$ cat src/rtl/ctrl_seq_pkg.sv
// Shared encodings for the multi-cycle control sequencer.
//   state_t   : sequencer state, 4-bit, values fixed for datapath/debug visibility
//   EXC_*     : exception cause codes reported on exc_cause
package ctrl_seq_pkg;

  localparam int STATE_W = 4;
  localparam int CAUSE_W = 2;

  typedef enum logic [STATE_W-1:0] {
    PAUSE     = 4'd0,
    FETCH     = 4'd1,
    DECODE    = 4'd2,
    JUDGE     = 4'd3,
    EXEC      = 4'd4,
    MD_WAIT   = 4'd5,
    MEM_WAIT  = 4'd6,
    WRITEBACK = 4'd7,
    TRAP      = 4'd8
  } state_t;

  localparam logic [CAUSE_W-1:0] EXC_NONE    = 2'b00;
  localparam logic [CAUSE_W-1:0] EXC_TRAP    = 2'b01;
  localparam logic [CAUSE_W-1:0] EXC_TIMEOUT = 2'b10;

  // States that wait on an external handshake and are policed by the watchdog.
  function automatic logic is_wait_state(state_t s);
    return (s == FETCH) || (s == MD_WAIT) || (s == MEM_WAIT);
  endfunction

endpackage

$ cat src/rtl/wait_watchdog.sv
// Wait-state watchdog.
//   clk, reset : falling-edge clock, async active-high reset
//   clear      : zero the counter (asserted on any state change)
//   count_en   : FSM is sitting in a wait state this cycle
//   expired    : this is the MAX_WAIT-th consecutive waiting cycle
// The counter holds the number of waiting cycles already spent, so expired
// fires on the last permitted cycle; the FSM still lets a ready/done that
// arrives on that same cycle take priority over the timeout.
module wait_watchdog #(
  parameter int MAX_WAIT = 15,
  parameter int WAIT_W   = 4
) (
  input  logic clk,
  input  logic reset,
  input  logic clear,
  input  logic count_en,
  output logic expired
);

  localparam logic [WAIT_W-1:0] LAST = WAIT_W'(MAX_WAIT - 1);

  logic [WAIT_W-1:0] cnt_q;

  assign expired = count_en && (cnt_q == LAST);

  always_ff @(negedge clk or posedge reset) begin
    if (reset)                    cnt_q <= '0;
    else if (clear)               cnt_q <= '0;
    else if (count_en && !expired) cnt_q <= cnt_q + WAIT_W'(1);
  end

endmodule

$ cat src/rtl/multicycle_sequencer.sv
// Multi-cycle CPU control sequencer with variable-latency handshakes.
// Issues sequencing strobes only; mux selects live in the datapath decoder.
//   clk, reset        : state advances on the falling edge; async active-high reset
//   run_en            : sampled whenever the FSM would enter FETCH; 0 parks in PAUSE
//   imem_ready, dmem_ready, md_done : handshakes, honoured only in their wait state
//   cls_*, branch_taken, exception_valid : decoded instruction class / status
//   state             : current state (ctrl_seq_pkg encoding)
//   imem_req..exc_req : sequencing strobes (Moore per state, Mealy on handshakes)
//   exc_cause         : 00 none, 01 trap, 10 watchdog timeout
//   retired           : retired-instruction count, wraps
module multicycle_sequencer
  import ctrl_seq_pkg::*;
#(
  parameter int MAX_WAIT = 15,
  parameter int WAIT_W   = 4,
  parameter int RET_W    = 32
) (
  input  logic               clk,
  input  logic               reset,
  input  logic               run_en,
  input  logic               imem_ready,
  input  logic               dmem_ready,
  input  logic               md_done,
  input  logic               cls_branch,
  input  logic               branch_taken,
  input  logic               cls_mem,
  input  logic               cls_store,
  input  logic               cls_muldiv,
  input  logic               cls_jump,
  input  logic               cls_link,
  input  logic               cls_trap,
  input  logic               exception_valid,
  input  logic               cls_wb,
  output logic [STATE_W-1:0] state,
  output logic               imem_req,
  output logic               ir_wena,
  output logic               pc_enable,
  output logic               y_ena,
  output logic               regfile_wena,
  output logic               dmem_req,
  output logic               dmem_wena,
  output logic               md_start,
  output logic               hilo_wena,
  output logic               exc_req,
  output logic [CAUSE_W-1:0] exc_cause,
  output logic [RET_W-1:0]   retired
);

  state_t             st_q, st_d;
  logic [CAUSE_W-1:0] cause_q, cause_d;
  logic [RET_W-1:0]   ret_q;
  logic               retire;
  logic               expired;
  state_t             fetch_nxt;

  wait_watchdog #(.MAX_WAIT(MAX_WAIT), .WAIT_W(WAIT_W)) u_wd (
    .clk      (clk),
    .reset    (reset),
    .clear    (st_d != st_q),
    .count_en (is_wait_state(st_q)),
    .expired  (expired)
  );

  // Every path back to FETCH goes through here so run_en is only looked at
  // between instructions.
  assign fetch_nxt = run_en ? FETCH : PAUSE;

  always_comb begin
    st_d         = st_q;
    cause_d      = cause_q;
    retire       = 1'b0;
    imem_req     = 1'b0;
    ir_wena      = 1'b0;
    pc_enable    = 1'b0;
    y_ena        = 1'b0;
    regfile_wena = 1'b0;
    dmem_req     = 1'b0;
    dmem_wena    = 1'b0;
    md_start     = 1'b0;
    hilo_wena    = 1'b0;
    exc_req      = 1'b0;
    unique case (st_q)
      PAUSE: if (run_en) st_d = FETCH;
      FETCH: begin
        imem_req = 1'b1;
        y_ena    = 1'b1;                 // ALU computes PC+4
        if (imem_ready) begin
          ir_wena = 1'b1;
          cause_d = EXC_NONE;            // a reported cause lives until we fetch past it
          st_d    = DECODE;
        end else if (expired) begin
          cause_d = EXC_TIMEOUT;
          st_d    = TRAP;
        end
      end
      DECODE: begin
        pc_enable = 1'b1;
        st_d      = cls_branch ? JUDGE : EXEC;
      end
      JUDGE: begin
        y_ena = 1'b1;                    // branch target into Y
        if (branch_taken) st_d = EXEC;
        else begin
          st_d   = fetch_nxt;
          retire = 1'b1;
        end
      end
      EXEC: begin
        if (cls_trap) begin
          if (exception_valid) begin
            cause_d = EXC_TRAP;
            st_d    = TRAP;
          end else begin
            st_d   = fetch_nxt;
            retire = 1'b1;
          end
        end else if (cls_muldiv) begin
          md_start = 1'b1;
          st_d     = MD_WAIT;
        end else if (cls_mem) begin
          dmem_req = 1'b1;
          st_d     = MEM_WAIT;
        end else if (cls_jump) begin
          pc_enable    = 1'b1;
          regfile_wena = cls_link;
          st_d         = fetch_nxt;
          retire       = 1'b1;
        end else begin
          y_ena = 1'b1;
          st_d  = WRITEBACK;
        end
      end
      MD_WAIT: begin
        if (md_done) begin
          hilo_wena = 1'b1;
          st_d      = fetch_nxt;
          retire    = 1'b1;
        end else if (expired) begin
          cause_d = EXC_TIMEOUT;
          st_d    = TRAP;
        end
      end
      MEM_WAIT: begin
        dmem_req  = 1'b1;
        dmem_wena = cls_store;
        if (dmem_ready) st_d = WRITEBACK;
        else if (expired) begin
          cause_d = EXC_TIMEOUT;
          st_d    = TRAP;
        end
      end
      WRITEBACK: begin
        regfile_wena = cls_wb & ~cls_store;
        pc_enable    = cls_branch;       // taken branch loads its target
        st_d         = fetch_nxt;
        retire       = 1'b1;
      end
      TRAP: begin
        exc_req   = 1'b1;
        pc_enable = 1'b1;                // exception vector
        st_d      = fetch_nxt;
      end
      default: st_d = PAUSE;
    endcase
  end

  always_ff @(negedge clk or posedge reset) begin
    if (reset) begin
      st_q    <= PAUSE;
      cause_q <= EXC_NONE;
      ret_q   <= '0;
    end else begin
      st_q    <= st_d;
      cause_q <= cause_d;
      if (retire) ret_q <= ret_q + RET_W'(1);
    end
  end

  assign state     = st_q;
  assign exc_cause = cause_q;
  assign retired   = ret_q;

endmodule

$ cat config.mk
export PLATFORM = sky130hd
export DESIGN_NAME = multicycle_sequencer
export DESIGN_NICKNAME = d
export VERILOG_FILES = /design/src/rtl/ctrl_seq_pkg.sv /design/src/rtl/wait_watchdog.sv /design/src/rtl/multicycle_sequencer.sv
export SDC_FILE = /design/constraint.sdc
export NUM_CORES = 1
export LEC_CHECK = 0
export ABC_AREA = 1
export ABC_CLOCK_PERIOD_IN_PS = 2600
export CAP_MARGIN = 20
export CORE_MARGIN = 5
export CORE_UTILIZATION = 30
export DETAILED_ROUTE_END_ITERATION = 16
export HOLD_SLACK_MARGIN = 0.08
export PLACE_DENSITY_LB_ADDON = 0.15
export SETUP_SLACK_MARGIN = 0.4
export SLEW_MARGIN = 10
export SYNTH_ARGS = -nofsm -noshare
export SYNTH_HDL_FRONTEND = slang
export SYNTH_SLANG_ARGS = --single-unit
$ cat constraint.sdc
create_clock -name clk -period 2.6 [get_ports clk]
set_clock_uncertainty 0.15 [all_clocks]
set_input_delay 0.26 -clock clk [delete_from_list [all_inputs] [get_ports clk]]
set_output_delay 0.26 -clock clk [all_outputs]
set_load 0.01 [all_outputs]
# After elaboration in Yosys (flattened, before gate mapping)

Index checks and enable logic that the tools add are counted.

Register bits: 42
Input bits: 16
Logic and storage cells: 90
Output and inout port bits: 48

Mux-type cells: 56
Reductions and logical operators: 12
Bitwise gates (word level): 2
Equal/unequal tests: 14
$add $sub $neg: 2

Operator list:

| cell                                                | number |
|---|---|
| two-way mux 4 bit                                   | 9 |
| adder 32 x 1 -> 32 bit, second input constant       | 1 |
| case mux 4 bit (8 select lines)                     | 1 |
| two-way mux 1 bit                                   | 29 |
| equality test 4 x 3 -> 1 bit, second input constant | 4 |
| two-way mux 3 bit                                   | 5 |
| two-way mux 2 bit                                   | 6 |
| equality test 4 x 2 -> 1 bit, second input constant | 2 |
| equality test 4 bit, second input constant          | 2 |
| != test 2 bit, second input constant                | 4 |
| case mux 2 bit (4 select lines)                     | 1 |
| case mux 1 bit (2 select lines)                     | 3 |
| OR reduction 2 bit                                  | 3 |
| AND reduction 5 bit                                 | 1 |
| adder 4 x 1 -> 4 bit, second input constant         | 1 |
| equality test 4 x 1 -> 1 bit, second input constant | 1 |
| logical NOT 4 bit                                   | 1 |
| != test 4 bit                                       | 1 |
| case mux 1 bit (4 select lines)                     | 1 |
| nonzero test 4 bit                                  | 1 |
| case mux 1 bit (3 select lines)                     | 1 |
| logical AND 1 bit                                   | 2 |
| logical OR 1 bit                                    | 2 |
| nonzero test 2 bit                                  | 1 |
| 3 further kinds                                     | 3 |

# Logic depth before layout (Yosys ltp)

Depth in word-level cells: 9
Depth in mapped cells: 12
Gate-level depth less buffers: 12

# By module

A second synthesis with hierarchy kept.

Cells, all modules: 453
Area total of the unflattened synthesis: 2,917.8 um^2

By module, submodules not included:

| module               | area an instance (um^2) | instances | seq. area each (um^2) | cells an instance |
|---|---|---|---|---|
| multicycle_sequencer | 2,663.8                 | 1         | 950.9                 | 420 |
| wait_watchdog        | 254.0                   | 1         | 100.1                 | 33 |

==> run_results.csv <==
group,metric,value,unit
power,power.leakage,0.002929,uW
timing,grt_setup_unrepaired,"true",
final_layout,syn_to_final_growth,90.54,%
clock_tree,cts_buffer_depth,2,
logic_synthesis,yosysSeqAreaShare,0.3750,
clock_tree,cts_buffers,5,
global_routing,use_met1,0.2301,
die,die_height,106.7,um
final_layout,drive_above_1_share,0.5299,
final_layout,fillers,791,
logic_synthesis,ys_ff_latch,42,
global_routing,grt_pass1_vias,3219,
logic_synthesis,ys.warnings.count,0,
run_status,violations,"negative setup slack",
final_layout,antenna_cells,0,
critical_path,critical_path_buf_inv_count,2,
die,chipWidth,106.7,um
timing,slew_headroom,0.6628,
timing,maxSlewViolCount,0,
critical_path,r2r_cells,16,
timing,finalSetupViolations,51,
logic_synthesis,syn-cell-area,0.002803,mm2
critical_path,critPathTopFamily,"flip-flops",
power,ir_drop,246.5,uV
critical_path,path_depth,7,
global_routing,grtUsageMet2,0.2815,
clock_tree,clk_pin_slew_worst_paths,0.06,ns
die,num_rows,35,
timing,whs,0.3459,ns
clock_tree,cts_max_level,2,
global_routing,grt_max_degree,24,
logic_synthesis,netlist_top_cells_count,"111 x nand2_1, 54 x inv_1, 46 x nor2_1",
timing,fin_ws,-0.6454,ns
logic_synthesis,ys_dominant_reg_cell,"dfrtn_1",
clock_tree,clk_latency,0.30,ns
clock_tree,clock-sinks,42,
logic_synthesis,avgSynthCellArea,7.168,um2
route,routedWlPerCell,14.11,um
route,via_per_inst,4.672,
critical_path,startpoint_type,"flip-flop",
power,powerDensity,586.2,mW/mm2
logic_synthesis,synthesis.nets,410,
placement,dpl.hpwl,6.956,mm
route,vias,3331,
logic_synthesis,synth_top_area_frac,0.3750,
route,drt_wl_total,10.06,mm
critical_path,max_stage_delay,0.49,ns
critical_path,critPathKind,"flip-flop to primary output",
critical_path,crit_path_frequent_cell,"nor2_4",
placement,dp_cells,640,
placement,portBuffers,63,
global_routing,grt_pass1_wl,15.58,mm
run_status,outcome,"finished with violations",
critical_path,crit_chain,"nor2_4 > buf_6 > nand2_2 > nor2_4 > a211oi_2 > o21ai_1 > buf_2",
timing,timing.final.hold_violations,0,
logic_synthesis,synth.distinct_cells,29,
final_layout,fin_cells,713,
hold_path,worstHoldPathCells,2,
logic_synthesis,synth_edf_count,0,
critical_path,end_kind,"primary output",
global_routing,met3_usage,0.03432,
logic_synthesis,ys_async_sr_fraction,1.000,
placement,pre_cts_ws,-0.9027,ns
route,drc,0,
die,core_area,0.009153,mm2
logic_synthesis,yosys-top-cells-area,"dfrtn_1 38%, nand2_1 15%, inv_1 7.2%",
timing,worst_slew_pin_slew,0.5019,ns
logic_synthesis,yosysTopAreaCell,"dfrtn_1",
die,dieArea,0.01138,mm2
critical_path,crit_required,2.19,ns
route,firstDrtPassIters,5,
global_routing,overflow,0,
clock_tree,cts-root-buf,"clkbuf_8",
critical_path,slowest_stage,"dfrtn_1",
critical_path,cp.arrival,2.84,ns
die,initial_core_util,0.3062,
placement,place_congestion,0.9078,
final_layout,fin_nets,620,
die,ios,64,
logic_synthesis,syn_inst,391,
hold_path,hold_class,"flip-flop to flip-flop",
global_routing,grt_util_all_layers,0.1708,
global_routing,antenna_found_initial,0,
critical_path,crit_fanout,2,
global_routing,top_usage_layer,"met2",
clock_tree,cts_tree,"built",
route,ant_nets,0,
run,drv_cap,0,
logic_synthesis,yosysMostFrequentCell,"nand2_1",
route,drt-initial-drc-count,137,
==> registers in the layout, summed over array words and instances (netlist names) <==
signal      count
state           4
u_wd.cnt_q      4
retired        32
exc_cause       2
==> kinds of logic (layout without fill, tap and decap cells) <==
kind of cell    count (synthesis)  count (layout)  share of synthesized area
xor+xnor                       30              30                    0.09375
simple gates                  239             239                     0.4013
buf+inv                        58             269                    0.07857
fa+ha+maj                       3               3                    0.01339
flops                          42              42                     0.3750
compound gates                 19              19                    0.03795
==> through the flow <==
stage / TNS (ns) / utilization / total power, uW / instance area (um2)
after floorplan: -4.470 / - / 1482 / 2925
after global placement: -40.59 / 0.4671 / 2112 / 4275
after detailed placement: -41.04 / 0.4671 / 2121 / 4275
after CTS: -9.078 / 0.5378 / 2890 / 4922
after global routing: -18.68 / 0.5835 / 3304 / 5340
final: -16.21 / 0.5835 / 3131 / 5340
==> area by class of cell <==
type / instances / area [um2] / area share
multi-input combinational: 291 / 1998 / 0.3742
clock inverter: 2 / 12.51 / 0.002343
timing repair buffer: 205 / 1800 / 0.3372
sequential: 42 / 1051 / 0.1968
inverter: 56 / 256.5 / 0.04803
tap: 111 / 138.9 / 0.02601
clock buffer: 6 / 82.58 / 0.01546
==> worst min-delay path: stages, from the launching register on <==
cell,delay (ns)
dfrtn_1,0.42
nand2_1,0.06
o21ai_1,0.10
==> cell usage in the layout (no fill, tap or decap), types with 5 or more instances in the layout <==
| cell | n |
|---|---|
| nor2_1 | 29 |
| inv_1 | 42 |
| xnor2_1 | 5 |
| xor2_1 | 21 |
| nand2_4 | 24 |
| nand3_1 | 25 |
| buf_2 | 37 |
| inv_2 | 7 |
| dfrtn_1 | 42 |
| clkbuf_8 | 6 |
| nor2_4 | 15 |
| buf_4 | 89 |
| o21ai_2 | 5 |
| o21ai_1 | 5 |
| nand2_1 | 77 |
| nor3_1 | 12 |
| buf_6 | 62 |
| nor2_2 | 6 |
| nand4_1 | 6 |
| nand3_2 | 8 |
| nand2_2 | 19 |
==> worst paths after layout <==
check / startpoint / end / slack (ns)
worst min register to register: exc_cause[0] / exc_cause[0] / 0.35
worst max-delay path: state[0] / pc_enable / -0.65
max in group asynchronous: reset / retired[25] / 0.61
min in group asynchronous: reset / exc_cause[0] / 1.28
worst max register to register: state[2] / retired[5] / 0.12
worst min-delay path: exc_cause[0] / exc_cause[0] / 0.35
==> where the power goes <==
group / total (uW) / switching [uW] / internal [uW]
sequential: 820 / 63.5 / 757
combinational: 1850 / 958 / 893
clock: 460 / 246 / 214
total: 3130 / 1270 / 1860
==> layer usage <==
layer  share of wire  up-vias
li1                -     1657
met1            0.45     1567
met2            0.49       96
met3           0.054       11
met4           0.013        0
met5               0        -
==> repair_timing <==
item / 4_1_cts / 5_1_grt
pin swaps: 41 / 38
hold buffers: 0 / 0
setup endpoints to repair: 90 / 90
setup buffers: 35 / 28
cloned: 2 / 0
gates resized for setup: 357 / 55
Power figures use the tool's default switching activity.
